File: src/rtl/color_fsm_pkg.sv
// rtl/color_fsm_pkg.sv - shared command encoding and sizing helpers for the colour sequencer
package color_fsm_pkg;

   typedef enum logic [1:0] {
      CMD_HOLD    = 2'd0,
      CMD_STEP    = 2'd1,
      CMD_AUTO    = 2'd2,
      CMD_RESTART = 2'd3
   } cmd_t;

   localparam int TRACE_WIDTH = 16;

   // State index width; a two-state machine still needs one bit.
   function automatic int state_w(input int n);
      return (n <= 2) ? 1 : $clog2(n);
   endfunction

endpackage

File: src/rtl/color_dwell_timer.sv
// rtl/color_dwell_timer.sv - per-state dwell timer; expired while timer >= live dwell
module color_dwell_timer
#(
   parameter int DWELL_WIDTH = 8
) (
   input  logic                   clk,
   input  logic                   rst,
   input  logic                   clear,
   input  logic                   en,
   input  logic [DWELL_WIDTH-1:0] dwell,
   output logic                   expired
);

   logic [DWELL_WIDTH-1:0] timer_q;
   logic [DWELL_WIDTH-1:0] timer_d;

   // Compare against the live dwell so lowering it mid-state expires at once.
   assign expired = (timer_q >= dwell);

   always_comb begin
      timer_d = timer_q;
      if (clear) begin
         timer_d = '0;
      end else if (en) begin
         timer_d = expired ? '0 : timer_q + 1'b1;
      end
   end

   always_ff @(posedge clk or posedge rst) begin
      if (rst) begin
         timer_q <= '0;
      end else begin
         timer_q <= timer_d;
      end
   end

endmodule

File: src/rtl/color_seq_fsm.sv
// rtl/color_seq_fsm.sv - N-state Moore colour sequencer with dwell timer and change strobe
// Optional transition counter on trans_count when COLOR_FSM_TRACE_EN is defined.
module color_seq_fsm
   import color_fsm_pkg::*;
#(
   parameter int NUM_STATES  = 4,
   parameter int OUT_WIDTH   = 2,
   parameter int DWELL_WIDTH = 8,
   parameter int INIT_STATE  = 1
) (
   input  logic                             clk,
   input  logic                             rst,
   input  logic [1:0]                       in,
   input  logic [DWELL_WIDTH-1:0]           dwell,
   output logic [OUT_WIDTH-1:0]             out,
   output logic [state_w(NUM_STATES)-1:0]   state_idx,
   output logic                             state_change
`ifdef COLOR_FSM_TRACE_EN
   ,
   output logic [TRACE_WIDTH-1:0]           trans_count
`endif
);

   localparam int SW = state_w(NUM_STATES);
   localparam logic [SW-1:0] ZERO_S = '0;
   localparam logic [SW-1:0] INIT_S = SW'(INIT_STATE);
   localparam logic [SW-1:0] PREV_S = SW'(NUM_STATES - 2);
   localparam logic [SW-1:0] LAST_S = SW'(NUM_STATES - 1);

   cmd_t          cmd;
   logic [SW-1:0] state_q;
   logic [SW-1:0] state_d;
   logic [SW-1:0] succ;
   logic          valid;
   logic          change_q;
   logic          expired;

   assign cmd = cmd_t'(in);

   color_dwell_timer #(
      .DWELL_WIDTH (DWELL_WIDTH)
   ) u_timer (
      .clk     (clk),
      .rst     (rst),
      .clear   ((cmd == CMD_STEP) || (cmd == CMD_RESTART)),
      .en      (cmd == CMD_AUTO),
      .dwell   (dwell),
      .expired (expired)
   );

   // Indices past LAST_S are soft errors and recover to INIT_S regardless of command.
   always_comb begin
      state_d = state_q;
      succ    = INIT_S;
      valid   = 1'b1;
      unique case (state_q) inside
         [ZERO_S:PREV_S]: succ = state_q + 1'b1;
         LAST_S:          succ = ZERO_S;
         default:         valid = 1'b0;
      endcase
      if (!valid) begin
         state_d = INIT_S;
      end else begin
         case (cmd)
            CMD_STEP:    state_d = succ;
            CMD_AUTO:    if (expired) state_d = succ;
            CMD_RESTART: state_d = INIT_S;
            default:     state_d = state_q;
         endcase
      end
   end

   always_comb begin
      out = OUT_WIDTH'(INIT_STATE + 1);
      unique case (state_q) inside
         [ZERO_S:LAST_S]: out = OUT_WIDTH'(32'(state_q) + 32'd1);
         default:         out = OUT_WIDTH'(INIT_STATE + 1);
      endcase
   end

   always_ff @(posedge clk or posedge rst) begin
      if (rst) begin
         state_q  <= INIT_S;
         change_q <= 1'b0;
      end else begin
         state_q  <= state_d;
         change_q <= (state_d != state_q);
      end
   end

   assign state_idx    = state_q;
   assign state_change = change_q;

`ifdef COLOR_FSM_TRACE_EN
   logic [TRACE_WIDTH-1:0] trans_q;

   // RESTART zeroes the count and its own transition is deliberately not counted.
   always_ff @(posedge clk or posedge rst) begin
      if (rst) begin
         trans_q <= '0;
      end else if (cmd == CMD_RESTART) begin
         trans_q <= '0;
      end else if ((state_d != state_q) && (trans_q != '1)) begin
         trans_q <= trans_q + 1'b1;
      end
   end

   assign trans_count = trans_q;
`endif

endmodule
File: config.mk
export PLATFORM = sky130hd
export DESIGN_NAME = color_seq_fsm
export DESIGN_NICKNAME = d
export VERILOG_FILES = /design/src/rtl/color_fsm_pkg.sv /design/src/rtl/color_dwell_timer.sv /design/src/rtl/color_seq_fsm.sv
export SDC_FILE = /design/constraint.sdc
export NUM_CORES = 1
export LEC_CHECK = 0
export CORE_MARGIN = 3
export CORE_UTILIZATION = 33
export CTS_BUF_LIST = sky130_fd_sc_hd__clkbuf_8
export CTS_CLUSTER_DIAMETER = 30
export CTS_CLUSTER_SIZE = 16
export DETAILED_ROUTE_END_ITERATION = 7
export GPL_TIMING_DRIVEN = 0
export MAX_ROUTING_LAYER = met4
export SKIP_CTS_REPAIR_TIMING = 1
export SLEW_MARGIN = 25
export SYNTH_ARGS = -nofsm -noshare
export SYNTH_HDL_FRONTEND = slang
export SYNTH_SLANG_ARGS = --single-unit
File: constraint.sdc
create_clock -name clk -period 2.8 [get_ports clk]
set_input_delay 0.56 -clock clk [delete_from_list [all_inputs] [get_ports clk]]
set_output_delay 0.56 -clock clk [all_outputs]
set_load 0.01 [all_outputs]
==> run summary, run 1 <==
R2r setup slk = 990 ps
Die Wd = 59.9 um
Clock Latency Late Sink = 240 ps
Post-synth top flop = dfrtp_1
Crit. path cell count = 9
Syn nets = 138
CP bufs+invs = 3
Worst-path clk slew = 60 ps
Starting Density = 36.7%
Post-Synthesis Cells = 115
Gpl congestion = 0.816
Syn-to-layout area delta = 25.3%
R2R cell count = 7
CTS Buffer Depth = 2
CP max stage delay = 450 ps
Storage cell area = 277 sq um
Pre-CTS WS = 400 ps
Number of fill cells = 266
Multi-input logic area = 607 sq um
RSZ-0062 raised after global routing = false
Yosys warnings = 0
Post-route worst setup slack = 636 ps
DR pass1 iterations = 4
Worst setup EP type = flip-flop
Critical setup path kind = in2reg
Std cell rows = 18
CP delay by family, top = compound AO/OA/AOI/OAI gates
Crit-path cells = clkdlybuf4s50_1 > inv_1 > ha_1 > a21oi_1 > a21oi_2 > o21ai_2 > buf_4 > a31oi_1 > o22ai_1
Req. time, crit path = 2960 ps
CTS tree = built
Core footprint = 0.00261 sq mm
Antenna Violating Nets Remaining = 0
CTS H-Tree Depth = 1
Worst hold start = u_timer.timer_q[0]$_DFFE_PP0P_
Hpwl dp = 1660 um
Syn avg cell area = 8.34 sq um
Hold Path Sink = u_timer.timer_q[0]$_DFFE_PP0P_
Antenna violations before repair = 0
Critical path's slowest cell = clkdlybuf4s50_1
Number of global-route vias before repair = 881
Critical Path Fanout Max = 10
First-pass GRT wire length = 3710 um
Final hold vios = 0
Drt total wl = 2130 um
Min-Delay Path Class = reg2reg
Tcrit/Tclk final = 77.3%
Post-layout nets = 159
Final Util = 46.0%
Crit path DAT = 2330 ps
EDFF count, synth = 0
Synthesized flop and latch total = 11
Max Clock Skew = 2.04 ps
Largest net degree at the start of global routing = 12
Minimum clock period = 2160 ps
Fraction of layout cells with a size suffix above 1 = 10.4%
Num CTS Buffers = 3
Total global-route track usage = 14.2%
Reg2reg start = u_timer.timer_q[2]$_DFFE_PP0P_
Worst Tran Pin Value = 466 ps
Hold Path Depth = 1
Synthesized cell area = 960 sq um
Post-synth ARST share = 100%
Final setup viols = 0
Vias post-DR = 901
WL/cell = 12.9 um
Power Density = 521 mW/mm^2
CP startpoint kind = input port
DRC Markers = 0
Initial DRC Count = 50
LEAKAGE = 0.535 nW
Die area = 0.00359 sq mm
Worst R2R End = u_timer.timer_q[7]$_DFFE_PP0P_
Relative slew slack = 68.9%
Vias/cell = 5.46
Max-slew violations = 0
IO buf count = 16
Cell variety after synth = 36
Total chip power = 0.000626 W
Chip Height = 59.9 um
# diodes = 0
Fmax = 462 MHz
Root Buffer = clkbuf_8
I/O pin count = 17
Max-cap violations = 0
Worst vdd ir = 0.434 mV
Status = complete, no violations
Congestion Overflow GR = 0
CTS sink cnt = 11
Post-synthesis sequential area ratio = 28.8%
Final setup TNS = 0 ps
-- final cells by class --
cell class                 count  share of cell area (%)
multi-input combinational     87                    50.5
sequential                    11                    23.0
timing repair buffer          16                    13.3
inverter                      14                    4.37
clock buffer                   3                    3.43
tap                           30                    3.12
buffer                         3                    1.98
clock inverter                 1                   0.312
-- worst register-to-register path, stage by stage (launching register included) --
cell and delay, ps:
dfrtp_1 440, ha_1 320, a21oi_1 190, a21oi_2 70, o21ai_2 240, buf_4 210, a31oi_1 90, o22ai_1 160
-- registers in the layout (all words and copies together), names as in the netlist --
signal	cells
state_change	1
u_timer.timer_q	8
state_idx	2
-- kinds of logic (layout without fill, tap and decap cells) --
group	Yosys count	count (layout)	synth area share, %
adders and majority gates	11	11	14.3
AOI/OAI and AO/OA	29	29	20.5
DFF	11	11	28.8
muxes	4	4	4.17
buffers and inverters	17	37	7.95
and+or+nand+nor	43	43	24.3
-- metrics by stage --
| step | cell area [sq um] | cells | hold slack, ps |
|---|---|---|---|
| final | 1200 | 165 | 569 |
| after global placement | 1160 | 161 | 539 |
| after floorplan | 960 | 115 | 412 |
| after CTS | 1200 | 165 | 571 |
| after detailed placement | 1160 | 161 | 552 |
| after global routing | 1200 | 165 | 613 |
-- where the power goes --
part / internal, W / leakage, nW / total, W / switching (W)
clock: 0.0000968 / 0.0269 / 0.000163 / 0.0000667
combinational: 0.000135 / 0.362 / 0.000254 / 0.000119
sequential: 0.000183 / 0.146 / 0.000209 / 0.0000255
total: 0.000415 / 0.535 / 0.000626 / 0.000211
-- synthesized netlist by cell type (2+ instances only) --
| cell type | count | area [sq um] |
|---|---|---|
| ha_1 | 11 | 138 |
| nand3_1 | 11 | 55.1 |
| a31oi_1 | 8 | 50.1 |
| o21ai_1 | 2 | 10.0 |
| mux2i_1 | 4 | 40.0 |
| nand2_1 | 8 | 30.0 |
| dfrtp_1 | 10 | 250 |
| nand2b_1 | 3 | 18.8 |
| a21oi_1 | 3 | 15.0 |
| inv_1 | 14 | 52.6 |
| nor2_1 | 6 | 22.5 |
| nand4_1 | 2 | 12.5 |
| and3_1 | 3 | 18.8 |
| o22ai_1 | 2 | 12.5 |
| o21ai_0 | 5 | 25.0 |
| nor2b_1 | 3 | 18.8 |
-- layout by cell type (no fill, tap or decap), types with 2 or more instances in the layout --
cell / instances
inv_1: 15
clkdlybuf4s50_1: 16
a31oi_1: 8
o21ai_1: 2
nand2b_1: 3
nor2_1: 6
clkbuf_8: 3
a21oi_1: 3
nand2_1: 8
nor2b_1: 3
ha_1: 11
o22ai_1: 2
dfrtp_1: 10
nand4_1: 2
mux2i_1: 4
o21ai_0: 5
nand3_1: 11
and3_1: 3
-- metal layers --
| metal | up-vias | global-route usage (%) | wire length, um |
|---|---|---|---|
| li1 | 456 | - | - |
| met3 | 6 | 3.46 | 68 |
| met4 | 0 | 5.70 | 44 |
| met5 | - | - | 0 |
| met2 | 13 | 23.0 | 1040 |
| met1 | 426 | 16.6 | 978 |
-- worst max-delay path by stage --
stage / startpoint / end / slack, ps
finish: dwell[3] / u_timer.timer_q[7]$_DFFE_PP0P_ / 640
global route: dwell[3] / u_timer.timer_q[7]$_DFFE_PP0P_ / 510
CTS: dwell[3] / u_timer.timer_q[7]$_DFFE_PP0P_ / 630
detailed placement: dwell[2] / u_timer.timer_q[7]$_DFFE_PP0P_ / 400
global placement: dwell[2] / u_timer.timer_q[6]$_DFFE_PP0P_ / 420
floorplan: dwell[5] / u_timer.timer_q[2]$_DFFE_PP0P_ / 1050
Note: power is estimated with default switching activity, not from simulation.
==> inputs of run 2 (changes only) <==
- clock period: 2.8 -> 2 ns (I/O delays scaled with it)
==> run 2 against run 1 <==
Compared with the run above:
- die area is the same
- non-clock buffer count grew 5
- count of clock-buffer cells in the layout is the same
- combinational power grew 44%
- wire length grew 10%
- sequential cell count is the same
- clock skew shrank 1.5 ps
- critical path depth is the same
- first-iteration DRC count shrank 6.0%
- core utilization grew 3.4 points
- total power grew 41%
- sequential power grew 40%
==> run summary, run 2 (same netlist as run 1, synthesis figures left out) <==
Worst R2R End = state_idx[0]$_DFF_PP1_
CTS H-Tree Depth = 1 (unchanged)
Crit-path cells = clkdlybuf4s50_1 > inv_1 > ha_4 > a211oi_4 > o21bai_4 > buf_4 > nand2_1 > nand3_1 > a211o_1
Worst-path clk slew = 50 ps (about the same)
CP bufs+invs = 3 (unchanged)
Starting Density = 36.7% (unchanged)
IO buf count = 16 (unchanged)
Min-Delay Path Class = in2async
Drt total wl = 2340 um (+10%)
Worst vdd ir = 0.635 mV (+46%)
Die Wd = 59.9 um (unchanged)
Syn-to-layout area delta = 34.6%
DRC Markers = 0 (unchanged)
LEAKAGE = 0.576 nW (+7.7%)
Initial DRC Count = 47 (-6.0%)
Worst setup EP type = flip-flop
Critical Path Fanout Max = 3 (-7)
R2R cell count = 7 (unchanged)
WL/cell = 13.8 um (+6.8%)
Num CTS Buffers = 3 (unchanged)
Crit path DAT = 2130 ps (-200 ps)
Tcrit/Tclk final = 98.1%
Gpl congestion = 0.816 (unchanged)
Minimum clock period = 1960 ps
Reg2reg start = u_timer.timer_q[5]$_DFFE_PP0P_
Critical setup path kind = in2reg
Vias post-DR = 952 (+5.7%)
Final setup viols = 0 (unchanged)
Fmax = 510 MHz
Final hold vios = 0 (unchanged)
Relative slew slack = 68.8% (-0.081 points)
Largest net degree at the start of global routing = 12 (unchanged)
Most frequent cells in the layout = 15 x inv_1, 15 x clkdlybuf4s50_1, 11 x nand3_1, 10 x ha_1, 10 x dfrtp_1
Design internal power = 0.000583 W (+40%)
CP delay by family, top = compound AO/OA/AOI/OAI gates
First-pass GRT wire length = 3710 um (unchanged)
DR pass1 iterations = 4 (unchanged)
Antenna Violating Nets Remaining = 0 (unchanged)
# diodes = 0 (unchanged)
Post-route worst setup slack = 38.9 ps (-597 ps)
Flop pwr share = 33.0% (-0.3 points)
Clock Latency Late Sink = 240 ps (about the same)
Critical path's slowest cell = clkdlybuf4s50_1
CTS sink cnt = 11 (unchanged)
Std cell rows = 18 (unchanged)
Vias/cell = 5.60 (+2.6%)
CP max stage delay = 450 ps (about the same)
Status = complete, no violations
Max-cap violations = 0 (unchanged)
Gate power share = 41.2% (+0.6 points)
Largest register FFs = 8 (unchanged)
Sw frac = 34.1% (+0.37 points)
Clock power share = 25.8% (-0.3 points)
Worst Tran Pin Value = 467 ps (+1.21 ps)
Req. time, crit path = 2170 ps (-790 ps)
Post-layout nets = 164 (+3.1%)
Power Density = 685 mW/mm^2 (+32%)
Antenna violations before repair = 0 (unchanged)
Max Clock Skew = 0.494 ps (-1.55 ps)
Chip Height = 59.9 um (unchanged)
Root Buffer = clkbuf_8
CTS Buffer Depth = 2 (unchanged)
R2r setup slk = 200 ps (-790 ps)
CP startpoint kind = input port
Reg with most FFs = u_timer.timer_q
Switching pwr = 0.000302 W (+43%)
Die area = 0.00359 sq mm (unchanged)
Fin Hold WS = 469 ps (-101 ps)
Pre-CTS WS = -240 ps (-640 ps)
CTS tree = built
Max-slew violations = 0 (unchanged)
Congestion Overflow GR = 0 (unchanged)
Number of global-route vias before repair = 881 (unchanged)
RSZ-0062 raised after global routing = true
Fraction of layout cells with a size suffix above 1 = 16.4% (+6.1 points)
Core footprint = 0.00261 sq mm (unchanged)
Total global-route track usage = 14.2% (unchanged)
I/O pin count = 17 (unchanged)
Hpwl dp = 1660 um (unchanged)
==> run 2: cell types whose count changed in the layout (fill, tap and decap cells not counted), sizes merged <==
cell,delta
buf,+5
dlymetal6s2s,+1
clkdlybuf4s50,-1
==> run 2: layer usage <==
metal	track usage (%)	routed length, um	up-vias
met4	5.70	57	0
li1	-	-	466
met2	23.0	1170	24
met3	3.46	93	8
met1	16.6	1030	454
met5	-	0	-
==> run 2: worst max path at each step <==
stage	startpoint	slack, ps	cells past startpoint	to
6_report	dwell[5]	40	9	state_idx[0]$_DFF_PP1_
5_1_grt	dwell[2]	-30	9	u_timer.timer_q[7]$_DFFE_PP0P_
4_1_cts	dwell[3]	-7	9	u_timer.timer_q[7]$_DFFE_PP0P_
3_5_place_dp	dwell[2]	-240	9	u_timer.timer_q[7]$_DFFE_PP0P_
3_3_place_gp	dwell[2]	-220	9	u_timer.timer_q[6]$_DFFE_PP0P_
2_1_floorplan	state_idx[0]$_DFF_PP1_	360	6	state_change$_DFF_PP0_
==> run 2: worst register-to-register path, cell delays in order (launching register included) <==
cell and delay (ps):
dfrtp_1 500, ha_4 260, a211oi_4 310, o21bai_4 100, buf_4 150, nand2_1 60
nand3_1 90, a211o_1 270
==> run 2: power groups by stage <==
stage / clock network, W / logic, W / registers [W]
after floorplan: 0 / 0.000196 / 0.000302
after CTS: 0.000236 / 0.000362 / 0.000292
after global routing: 0.000250 / 0.000416 / 0.000297
final: 0.000228 / 0.000365 / 0.000292
after detailed placement: 0 / 0.000361 / 0.000296
after global placement: 0 / 0.000356 / 0.000295
==> run 2: layout make-up <==
type	instances	area, sq um
Multi-Input combinational cell	87	654
Buffer	3	27.5
Clock buffer	3	41.3
Tap cell	30	37.5
Sequential cell	11	277
Inverter	14	52.6
Fill cell	264	1320
Timing Repair Buffer	21	198
Clock inverter	1	3.75
==> run 2: per-stage QoR <==
stage / area, sq um / TNS (ps) / util, % / cells / total power, W
finish: 1290 / 0 / 49.4 / 170 / 0.000885
global route: 1290 / -119 / 49.4 / 170 / 0.000963
CTS: 1200 / -7.41 / 46.0 / 165 / 0.000890
detailed placement: 1160 / -1910 / 44.3 / 161 / 0.000657
global placement: 1160 / -1870 / 44.3 / 161 / 0.000651
floorplan: 960 / 0 / - / 115 / 0.000498
